<file path="config.mk">
export PLATFORM = sky130hd
export DESIGN_NAME = pe_mac_os
export DESIGN_NICKNAME = d
export VERILOG_FILES = /design/src/rtl/pe_mac_os.sv
export SDC_FILE = /design/constraint.sdc
export NUM_CORES = 1
export LEC_CHECK = 0
export CORE_ASPECT_RATIO = 0.75
export CORE_MARGIN = 1
export CORE_UTILIZATION = 25
export CTS_BUF_LIST = sky130_fd_sc_hd__clkbuf_4
export DETAILED_ROUTE_END_ITERATION = 8
export GPL_ROUTABILITY_DRIVEN = 0
export GPL_TIMING_DRIVEN = 1
export SYNTH_ARGS = -nofsm -noshare
export SYNTH_HDL_FRONTEND = slang
export SYNTH_SLANG_ARGS = --single-unit
export TNS_END_PERCENT = 50
</file>
<file path="constraint.sdc">
create_clock -name clk_i -period 3.4 [get_ports clk_i]
set_input_delay 0.68 -clock clk_i [delete_from_list [all_inputs] [get_ports clk_i]]
set_output_delay 0.68 -clock clk_i [all_outputs]
set_load 0.05 [all_outputs]
</file>
<file path="src/rtl/pe_mac_os.sv">
// Output-stationary systolic PE. Operands hop right/down through one register
// stage each. The local accumulator gathers top*left for exactly k_len
// valid-qualified products, and a small FSM tracks the tile. The finished sum
// is drained through a column psum shift chain.
module pe_mac_os #(
    parameter int DATA_WIDTH = 8,
    parameter int ACC_WIDTH  = 32,   // must be >= 2*DATA_WIDTH
    parameter int SIGNED     = 1,    // 1: two's complement, 0: unsigned
    parameter int SATURATE   = 1,    // 1: clamp on overflow, 0: wrap
    parameter int K_WIDTH    = 16
) (
    input  logic                  clk_i,
    input  logic                  rst_ni,
    input  logic                  start_i,
    input  logic [K_WIDTH-1:0]    k_len_i,
    input  logic [DATA_WIDTH-1:0] top_in_i,
    input  logic                  top_valid_i,
    input  logic [DATA_WIDTH-1:0] left_in_i,
    input  logic                  left_valid_i,
    output logic [DATA_WIDTH-1:0] right_out_o,
    output logic                  right_valid_o,
    output logic [DATA_WIDTH-1:0] bottom_out_o,
    output logic                  bottom_valid_o,
    input  logic                  shift_en_i,
    input  logic [ACC_WIDTH-1:0]  psum_in_i,
    output logic [ACC_WIDTH-1:0]  psum_out_o,
    output logic                  busy_o,
    output logic                  done_o,
    output logic                  ovf_o
);

    localparam int   PW  = 2 * DATA_WIDTH;
    localparam int   EW  = ACC_WIDTH + 1;
    localparam logic SGN = (SIGNED != 0);
    localparam logic SAT = (SATURATE != 0);

    typedef enum logic [1:0] {S_IDLE, S_ACCUM, S_HOLD} state_e;

    state_e                state_q, state_d;
    logic [K_WIDTH-1:0]    cnt_q;
    logic [ACC_WIDTH-1:0]  acc_q;
    logic                  ovf_q;
    logic                  done_q, done_d;
    logic [DATA_WIDTH-1:0] right_q, bottom_q;
    logic                  right_vld_q, bottom_vld_q;

    logic                  mac_fire;
    logic [PW-1:0]         top_x, left_x, prod;
    logic [EW-1:0]         prod_ext, acc_ext, sum;
    logic                  ovf_now;
    logic [ACC_WIDTH-1:0]  sat_val, acc_mac;

    // State register: the tile FSM
    always_ff @(posedge clk_i or negedge rst_ni) begin
        if (!rst_ni) state_q <= S_IDLE;
        else         state_q <= state_d;
    end

    // Next state: start overrides everything; the last counted MAC closes the tile
    always_comb begin
        state_d = state_q;
        done_d  = 1'b0;
        if (start_i) begin
            state_d = (k_len_i != '0) ? S_ACCUM : S_HOLD;
            done_d  = (k_len_i == '0);
        end else if (mac_fire && cnt_q == K_WIDTH'(1)) begin
            state_d = S_HOLD;
            done_d  = 1'b1;
        end
    end

    // FSM outputs: busy while accumulating, MAC only when both operands are valid
    always_comb begin
        busy_o   = (state_q == S_ACCUM);
        mac_fire = (state_q == S_ACCUM) && top_valid_i && left_valid_i;
    end

    // Multiply-accumulate at ACC_WIDTH+1 bits with overflow detect and clamp/wrap.
    // Operands are pre-extended to 2*DATA_WIDTH so the low half of an unsigned
    // multiply equals the signed product as well.
    always_comb begin
        top_x    = {{DATA_WIDTH{SGN & top_in_i[DATA_WIDTH-1]}}, top_in_i};
        left_x   = {{DATA_WIDTH{SGN & left_in_i[DATA_WIDTH-1]}}, left_in_i};
        prod     = top_x * left_x;
        prod_ext = {{(EW-PW){SGN & prod[PW-1]}}, prod};
        acc_ext  = {SGN & acc_q[ACC_WIDTH-1], acc_q};
        sum      = acc_ext + prod_ext;
        if (SGN) begin
            ovf_now = (acc_q[ACC_WIDTH-1] == prod[PW-1]) &&
                      (sum[ACC_WIDTH-1] != acc_q[ACC_WIDTH-1]);
            sat_val = acc_q[ACC_WIDTH-1] ? {1'b1, {(ACC_WIDTH-1){1'b0}}}
                                         : {1'b0, {(ACC_WIDTH-1){1'b1}}};
        end else begin
            ovf_now = sum[ACC_WIDTH];
            sat_val = '1;
        end
        acc_mac = (ovf_now && SAT) ? sat_val : sum[ACC_WIDTH-1:0];
    end

    // Datapath: forwarding registers, accumulator, tile counter, sticky overflow
    always_ff @(posedge clk_i or negedge rst_ni) begin
        if (!rst_ni) begin
            right_q      <= '0;
            right_vld_q  <= 1'b0;
            bottom_q     <= '0;
            bottom_vld_q <= 1'b0;
            acc_q        <= '0;
            ovf_q        <= 1'b0;
            cnt_q        <= '0;
            done_q       <= 1'b0;
        end else begin
            right_q      <= left_in_i;
            right_vld_q  <= left_valid_i;
            bottom_q     <= top_in_i;
            bottom_vld_q <= top_valid_i;
            done_q       <= done_d;
            if (start_i) begin
                acc_q <= '0;
                ovf_q <= 1'b0;
                cnt_q <= k_len_i;
            end else if (mac_fire) begin
                acc_q <= acc_mac;
                ovf_q <= ovf_q | ovf_now;
                cnt_q <= cnt_q - K_WIDTH'(1);
            end else if (shift_en_i && state_q != S_ACCUM) begin
                acc_q <= psum_in_i;
            end
        end
    end

    assign right_out_o    = right_q;
    assign right_valid_o  = right_vld_q;
    assign bottom_out_o   = bottom_q;
    assign bottom_valid_o = bottom_vld_q;
    assign psum_out_o     = acc_q;
    assign done_o         = done_q;
    assign ovf_o          = ovf_q;

endmodule

</file>
## Word level (Yosys, flattened, before mapping)

Cells that the tools add are included.

| operators by class | value |
|---|---|
| bitwise operators | 1 |
| $mul | 1 |
| reduce and logical (&&, ||, !) cells | 10 |
| $add $sub $neg | 2 |
| multiplexer cells | 14 |
| equality and inequality tests | 5 |

Operator list:

| cell | number |
|---|---|
| 32-bit two-way mux | 5 |
| 32-bit by 16-bit adder with 32-bit output | 1 |
| 16-bit two-way mux | 2 |
| 16-bit by 1-bit equality test with 1-bit output, second input constant | 1 |
| 16-bit logical NOT | 1 |
| 8-bit by 8-bit multiplier with 16-bit output | 1 |
| 16-bit nonzero test | 1 |
| 16-bit by 1-bit subtractor with 16-bit output, second input constant | 1 |
| 2-bit two-way mux | 3 |
| 1-bit logical AND | 5 |
| 1-bit two-way mux | 4 |
| 2-bit nonzero test | 2 |
| 3-bit nonzero test | 1 |
| 2-bit by 1-bit equality test with 1-bit output, second input constant | 1 |
| 2-bit by 1-bit inequality test with 1-bit output, second input constant | 1 |
| 1-bit equality test | 1 |
| 1-bit inequality test | 1 |
| 1-bit bitwise OR | 1 |

| word-level totals | value |
|---|---|
| bits in registers | 70 |
| word-level logic and storage cells | 42 |

## Longest topological paths before layout

Gate-level depths: netlist of run 1.

| logic depth | value |
|---|---|
| word-level depth | 7 |
| gate-level depth with buffers | 28 |
| depth with buffers taken out | 27 |

## Least setup slack after synthesis of run 1

No wires, ideal clock.

| timing | value |
|---|---|
| path kind | input -> register |
| start | input port left_in_i[4] |
| end | register acc_q[14] (netlist: psum_out_o[14]) |
| path slack | -3412 ps |
| library setup time | 129 ps |
| cell stages on the path | 26 |
| buffers on the path | 0 |
| arrival time | 6683 ps |
| path through | and2_1 fa_1 inv_1 fa_1 inv_1 fa_1 inv_1 fa_1 inv_1 ha_1 a21oi_1 o21bai_1 a21oi_1 o21bai_1 a21oi_1 or4b_2 o211ai_1 ha_1 a21oi_1 o21ai_0 nor3_1 a211o_1 and4_1 a211o_1 nor3_1 o41a_1 |

| between the ends | value |
|---|---|
| word-level cells in the longest chain between the ends | 7 |
| elaborated cells on any way between the ends | 8 |

Ends and longest elaborated chain:

| element | line | source |
|---|---|---|
| from (decl) | 18 | `input logic [DATA_WIDTH-1:0] left_in_i,` |
| 8-bit by 8-bit multiplier with 16-bit output (*) | 84 | `prod = top_x * left_x;` |
| 32-bit by 16-bit adder with 32-bit output | 87 | `sum = acc_ext + prod_ext;` |
| 1-bit inequality test | 90 | `(sum[ACC_WIDTH-1] != acc_q[ACC_WIDTH-1]);` |
| 1-bit logical AND | 89 | `ovf_now = (acc_q[ACC_WIDTH-1] == prod[PW-1]) &&` |
| 32-bit two-way mux (*) | 97 | `acc_mac = (ovf_now && SAT) ? sat_val : sum[ACC_WIDTH-1:0];` |
| 32-bit two-way mux (*) | 121 | `end else if (mac_fire) begin` |
| 32-bit two-way mux (*) | 117 | `if (start_i) begin` |
| to (signal assigned) | 122 | `acc_q <= acc_mac;` |
| to (signal assigned) | 126 | `acc_q <= psum_in_i;` |
| to (decl) | 41 | `logic [ACC_WIDTH-1:0] acc_q;` |

Every way passes the cells marked *; elsewhere a longest branch is shown, timed or not.
A chain may end at the register's enable or synchronous reset.

## Final worst setup path of run 1

| timing | value |
|---|---|
| start | input port top_in_i[3] |
| end | register acc_q[22] (netlist: psum_out_o[22]) |

| between the ends | value |
|---|---|
| word-level cells in the longest chain between the ends | 7 |
| elaborated cells on any way between the ends | 8 |

Ends and longest elaborated chain:

| element | line | source |
|---|---|---|
| from (decl) | 16 | `input logic [DATA_WIDTH-1:0] top_in_i,` |
| 8-bit by 8-bit multiplier with 16-bit output (*) | 84 |  |
| 32-bit by 16-bit adder with 32-bit output | 87 |  |
| 1-bit inequality test | 90 |  |
| 1-bit logical AND | 89 |  |
| 32-bit two-way mux (*) | 97 |  |
| 32-bit two-way mux (*) | 121 |  |
| 32-bit two-way mux (*) | 117 |  |

Marks and branches as above.

==> results of run 1 <==
## kinds of logic after synthesis
group                      share of synthesized area (%)
AOI/OAI and AO/OA                                  18.59
xor gates and xnor gates                           5.482
adders and majority gates                          25.81
buffers and inverters                              6.690
DFF                                                23.83
muxes                                             0.6980
and+or+nand+nor                                    18.90
## layer usage
metal	vias up	track usage (%)	routed length (um)
met4	0	3.397	311
met3	22	3.360	1182
met2	163	24.29	10230
met5	-	0	0
met1	3508	25.35	12490
li1	3564	-	-
## stage by stage
stage                     TNS (ps)  cells  cell area [um^2]
after floorplan             -97480    847              7569
after global placement     -133710   1514             10530
after detailed placement   -136170   1514             10530
after CTS                   -96210   1545             11060
after global routing       -102610   1550             11240
final                       -97090   1552             11250
## cell usage after synthesis, drive strengths merged (3+ instances only)
| cell type | instances | area, um^2 |
|---|---|---|
| inv | 98 | 367.9 |
| nand2 | 79 | 296.5 |
| dfrtp | 70 | 1752 |
| ha | 62 | 775.7 |
| fa | 56 | 1121 |
| o21ai | 53 | 265.3 |
| a21oi | 51 | 255.2 |
| and2 | 45 | 281.5 |
| nor2 | 44 | 165.2 |
| nand3 | 36 | 180.2 |
| xnor2 | 30 | 262.8 |
| a21o | 19 | 142.6 |
| clkbuf | 16 | 60.06 |
| xor2 | 16 | 140.1 |
| nor3 | 15 | 75.07 |
| nor4 | 14 | 87.58 |
| o211ai | 12 | 90.09 |
| o21a | 12 | 90.09 |
| a211oi | 11 | 95.09 |
| and3 | 11 | 68.82 |
| buf | 9 | 63.81 |
| nor2b | 9 | 56.30 |
| o21bai | 7 | 52.55 |
| nand2b | 5 | 31.28 |
| o22ai | 5 | 31.28 |
| o31ai | 5 | 37.54 |
| or3 | 5 | 31.28 |
| mux2i | 4 | 40.04 |
| a21boi | 3 | 22.52 |
| a311o | 3 | 30.03 |
| and4 | 3 | 26.28 |
| nand3b | 3 | 22.52 |
## worst reg2reg max path: cells and delay by family (launching register included)
family | cells | cell delay, ps
AO/OA/AOI/OAI | 5 | 1310
adder cells (fa/ha/maj) | 2 | 610
buffers and inverters | 3 | 370
flip-flops | 1 | 460
AND/OR/NAND/NOR | 2 | 310
## flip-flops by register name (all words and copies together) (netlist names)
register        flops
psum_out_o         32
cnt_q              16
bottom_out_o        8
right_out_o         8
state_q             2
bottom_valid_o      1
done_o              1
ovf_o               1
right_valid_o       1
## worst paths after layout
check / start / depth (start not counted) / to
max reg2reg: psum_out_o[0] / 12 / psum_out_o[22]
min reg2reg: state_q[0] / 1 / state_q[0]
min: rst_ni / 1 / right_out_o[2]
min in group clk_i: top_in_i[1] / 1 / bottom_out_o[1]
max in group asynchronous: rst_ni / 1 / psum_out_o[10]
max: top_in_i[3] / 29 / psum_out_o[22]
## area by class of cell
type | instances | area [um^2]
Multi-Input combinational cell | 654 | 5644
Tap cell | 385 | 481.7
Timing Repair Buffer | 326 | 2829
Clock inverter | 7 | 98.84
Antenna cell | 3 | 7.507
Sequential cell | 70 | 1752
Inverter | 98 | 367.9
Clock buffer | 9 | 67.56
Fill cell | 2813 | 17200
## timing repair
item,CTS,global route
buffers inserted,14,6
gates cloned,1,0
endpoints found under the setup margin,33,33
pin swaps,49,28
resized for setup,137,39
==> summary.txt, run 1 <==
Setup path
  – Largest stage delay on the critical path: between 500 and 600 ps
  – Slowest cell on crit path: fa_1
  – Crit start category: input pin
  – Crit Path Category: input pin to register
  – CP arrival: around 7000 ps
  – Critical path capture point type: register
  – WP buf/inv: 7
  – Crit path max fanout: 7
  – Worst R2R Setup Slack: roughly 240 ps
  – Delay-heaviest family, CP: adder cells
  – Worst Path Required: between 3000 and 4000 ps
  – Most used cell, CP: fa_1

Die
  – Initial Util: about 26%
  – Die area: 0.03009 mm^2
  – Std-Cell Rows: 53
  – Core ar.: roughly 0.028 mm^2
  – Die Width: between 150 and 200 um
  – Die height: roughly 150 um
  – # IOs: 123

Final layout
  – Synth-to-layout area growth: 53.05%
  – Layout cells sized above 1: roughly 28%
  – Final core occ: about two fifths
  – Commonest cells after routing, fill and taps aside: buf_4 (194), clkdlybuf4s50_1 (105), inv_1 (87), nand2_1 (74), dfrtp_1 (70)
  – Commonest non-fill, non-tap cell in the layout: buf_4
  – Number of nets in the layout: roughly 1,300

Synth
  – Ys flop type: dfrtp_1
  – Register area share after synthesis: a little under a quarter
  – Yosys warns: 0
  – Post-synth EDFFs: 0
  – Post-synthesis register bit count: 70
  – Mean post-synth cell area: just under 9 um^2
  – Ys async rst share: between 90% and 100%
  – Synth Net Count: ~1,000
  – Yosys cell types: 67
  – Gate Count Post-Synth: around 850
  – Mapped cell area: approximately 0.0073 mm^2

Clocking
  – Clk sinks: 70
  – Clk_lat worst skew: a little under 500 ps
  – CTS tree: yes
  – Hold Buf Count CTS: 0
  – H-tree depth: 3
  – Clk slew on worst S/H paths: 150 ps
  – CTS Root Cell: clkbuf_4
  – Deepest clock path buffer count: 2
  – Cts bufs inserted: 9

GRT
  – GRT Total Usage: 16.77%
  – Grt ovf: 0
  – Initial antenna violation count: 2
  – First-pass GRT wire length: 38,590 um
  – Largest net degree at the start of global routing: 71
  – Vias in the first global route: around 7,000

Timing
  – Max Transition Viols Final: 0
  – Max Clk Rate: roughly 160 MHz
  – Least-Margin Pin Slew: approximately 1000 ps
  – Fin Hold WS: 332.1 ps
  – Hold Violations, Final: 0
  – Final WS setup: -3037 ps
  – Minimum clock period: around 6400 ps
  – Final Cycle Share: 189.3%
  – Clock Skew: between 30 and 40 ps
  – Endpoints failing setup: 33
  – Relative slew margins: between 30% and 40%
  – RSZ-0062 raised after global routing: true

Min path
  – Worst hold path class: input pin to async pin

Run status
  – Violated checks: setup timing
  – Outcome: complete, but fails checks

Job
  – # Max-Cap Violations: 0

Routing
  – Number of DRC markers in iteration 0: between 500 and 600
  – Drt wl/cell: ~16 um
  – Routed WL: about 24,000 um
  – Drt pass-1 iters: 5
  – Residual DRC: 0
  – Vias/cell: about 4.7
  – DRT antenna net count: 0
  – Via count: 7,257

Placed design
  – Number of port buffers: 122
  – Hpwl dp: between 15,000 and 20,000 um
  – Setup WS pre-CTS: -4242 ps
Power of run 1 is left out: the tool's default activity adds up to more than one toggle a clock period on the data nets, which glitch-free logic cannot reach.
==> inputs of run 2 (changes only) <==
--- a/config.mk
+++ b/config.mk
@@ -9,6 +9,7 @@
 export CORE_MARGIN = 1
 export CORE_UTILIZATION = 25
 export CTS_BUF_LIST = sky130_fd_sc_hd__clkbuf_4
+export CTS_CLUSTER_SIZE = 28
 export DETAILED_ROUTE_END_ITERATION = 8
 export GPL_ROUTABILITY_DRIVEN = 0
 export GPL_TIMING_DRIVEN = 1
==> results of run 2 <==
Final layout, timing and power as in run 1 (identical DEF).
Power of run 2 is left out for the same reason.
==> inputs of run 3 (changes only) <==
--- a/config.mk
+++ b/config.mk
@@ -13,6 +13,7 @@
 export DETAILED_ROUTE_END_ITERATION = 8
 export GPL_ROUTABILITY_DRIVEN = 0
 export GPL_TIMING_DRIVEN = 1
+export PLACE_DENSITY = 0.47
 export SYNTH_ARGS = -nofsm -noshare
 export SYNTH_HDL_FRONTEND = slang
 export SYNTH_SLANG_ARGS = --single-unit
==> run 3 against run 2 <==
  * The run still ends with setup timing left
  * Largest cell class unchanged
  * Clock skew down 4.7 ps
  * Via count about the same
  * Register-to-register slack improved by 20 ps
  * First-iteration DRC count fell by 24%
  * Utilization rose by 0.93 points
  * Clock-buffer cell count increased by 1
  * Non-clock buffer count increased by 15
==> summary.txt, run 3 (synthesized netlist as in run 1, its figures left out) <==
Run status
  – Outcome: complete, but fails checks
  – Violated checks: setup timing

Timing
  – Hold Violations, Final: 0 (unchanged)
  – Final WS setup: -3081 ps (-44.68 ps)
  – Least-Margin Pin Slew: 582.3 ps (-412.0 ps)
  – RSZ-0062 raised after global routing: true
  – Endpoints failing setup: 33 (unchanged)
  – Final Cycle Share: 190.6% (+1.3 points)
  – Relative slew margins: 61.06% (+27 points)
  – Minimum clock period: 6481 ps (+44.68 ps)
  – Max Transition Viols Final: 0 (unchanged)
  – Max Clk Rate: 154.3 MHz (-0.69%)
  – Clock Skew: 27.56 ps (-4.707 ps)

Setup path
  – Worst r2r src: psum_out_o[0]
  – Crit path max fanout: 8 (+1)
  – R2R Path End: psum_out_o[14]
  – Crit Path Category: input pin to register
  – Worst Path Required: 3820 ps (+30 ps)
  – Slowest cell on crit path: fa_1
  – Largest stage delay on the critical path: 530 ps (-20 ps)
  – Crit start category: input pin
  – Reg2Reg Depth: 13 (+1)
  – Worst R2R Setup Slack: 260 ps (+20 ps)
  – Critical path capture point type: register
  – CP arrival: 6900 ps (+70 ps)

Final layout
  – Commonest non-fill, non-tap cell in the layout: buf_4
  – Layout cells sized above 1: 30.45% (+2.0 points)
  – Synth-to-layout area growth: 56.64%
  – Final core occ: 40.47% (+0.93 points)
  – Fill cell count: 2,885 (+2.6%)
  – Number of nets in the layout: 1,363 (+1.2%)
  – Commonest cells after routing, fill and taps aside: buf_4 (193), clkdlybuf4s50_1 (105), inv_1 (91), nand2_1 (74), dfrtp_1 (70)
  – Reg area: 0.001752 mm^2 (unchanged)
  – Max reg flops: 32 (unchanged)
  – Multi-input gate area: 0.005794 mm^2 (+2.7%)

GRT
  – Grt ovf: 0 (unchanged)
  – Initial antenna violation count: 1 (-1)
  – GRT Total Usage: 17.74% (+0.98 points)
  – First-pass GRT wire length: 40,370 um (+4.6%)
  – Largest net degree at the start of global routing: 35 (-51%)
  – Vias in the first global route: 7,275 (+0.83%)

Die
  – Std-Cell Rows: 53 (unchanged)
  – Core ar.: 0.02845 mm^2 (unchanged)
  – Die height: 150.5 um (unchanged)
  – Die Width: 200.0 um (unchanged)
  – # IOs: 123 (unchanged)
  – Initial Util: 25.83% (unchanged)
  – Die area: 0.03009 mm^2 (unchanged)

Clocking
  – Clk slew on worst S/H paths: 140 ps (about the same)
  – Clk_lat worst skew: 500 ps (about the same)
  – Hold Buf Count CTS: 0 (unchanged)
  – Cts bufs inserted: 9 (unchanged)
  – CTS tree: yes
  – H-tree depth: 3 (unchanged)
  – CTS Root Cell: clkbuf_4
  – Clk sinks: 70 (unchanged)
  – Deepest clock path buffer count: 2 (unchanged)

Routing
  – Via count: 7,254 (-0.041%)
  – Routed WL: 25,780 um (+6.5%)
  – Vias/cell: 4.635 (-0.87%)
  – Residual DRC: 0 (unchanged)
  – Drt pass-1 iters: 4 (-1)
  – Number of DRC markers in iteration 0: 390 (-24%)
  – Drt wl/cell: 16.48 um (+5.6%)
  – DRT antenna net count: 0 (unchanged)

Min path
  – Worst hold path class: input pin to async pin

Placed design
  – Setup WS pre-CTS: -4230 ps (+12.40 ps)
  – Number of port buffers: 122 (unchanged)
  – Hpwl dp: 20,480 um (+7.0%)

Job
  – # Max-Cap Violations: 0 (unchanged)
## run 3: worst max path at each step
stage | from | end | depth (start not counted)
6_report | top_in_i[6] | psum_out_o[4] | 28
5_1_grt | top_in_i[6] | psum_out_o[7] | 28
4_1_cts | left_in_i[7] | psum_out_o[25] | 30
3_5_place_dp | left_in_i[3] | psum_out_o[25] | 27
3_3_place_gp | left_in_i[3] | psum_out_o[0] | 27
2_1_floorplan | left_in_i[4] | psum_out_o[10] | 27
## run 3: critical path, delay by kind of cell
kind / cells / cell delay [ps]
adders and majority gates: 6 / 2590
and+or+nand+nor: 6 / 960
AOI/OAI and AO/OA: 7 / 1520
buffers and inverters: 9 / 1130
## run 3: layer usage
metal  track usage [%]  up-vias  wire length [um]
li1                  -     3591                 -
met1             27.28     3493             13440
met2             24.97      149             10750
met3             3.495       21              1265
met4             4.122        0               329
met5                 0        -                 0
## run 3: metrics by stage
stage / hold WS (ps) / cells / TNS, ps / instance area (um^2)
finish: 114.3 / 1565 / -99790 / 11510
global route: 108.0 / 1564 / -104950 / 11510
CTS: 93.09 / 1553 / -105950 / 11130
detailed placement: 458.8 / 1520 / -137050 / 10600
global placement: 455.8 / 1520 / -135590 / 10600
floorplan: 384.4 / 847 / -97480 / 7569
## run 3: timing repair
item | CTS | global route
setup endpoints to repair | 33 | 33
setup buffers | 15 | 12
gates resized for setup | 115 | 78
gates cloned | 4 | 0
pin swaps | 34 | 59
endpoints found under the hold margin | 0 | 0
## run 3: cell type report
cell class	count	share of cell area [%]
clock inverter	5	0.2391
clock buffer	10	0.6521
inverter	98	3.195
sequential	70	15.22
tap	385	4.184
antenna	1	0.02174
multi-input combinational	655	50.33
timing repair buffer	341	26.16
Power of run 3 is left out for the same reason.
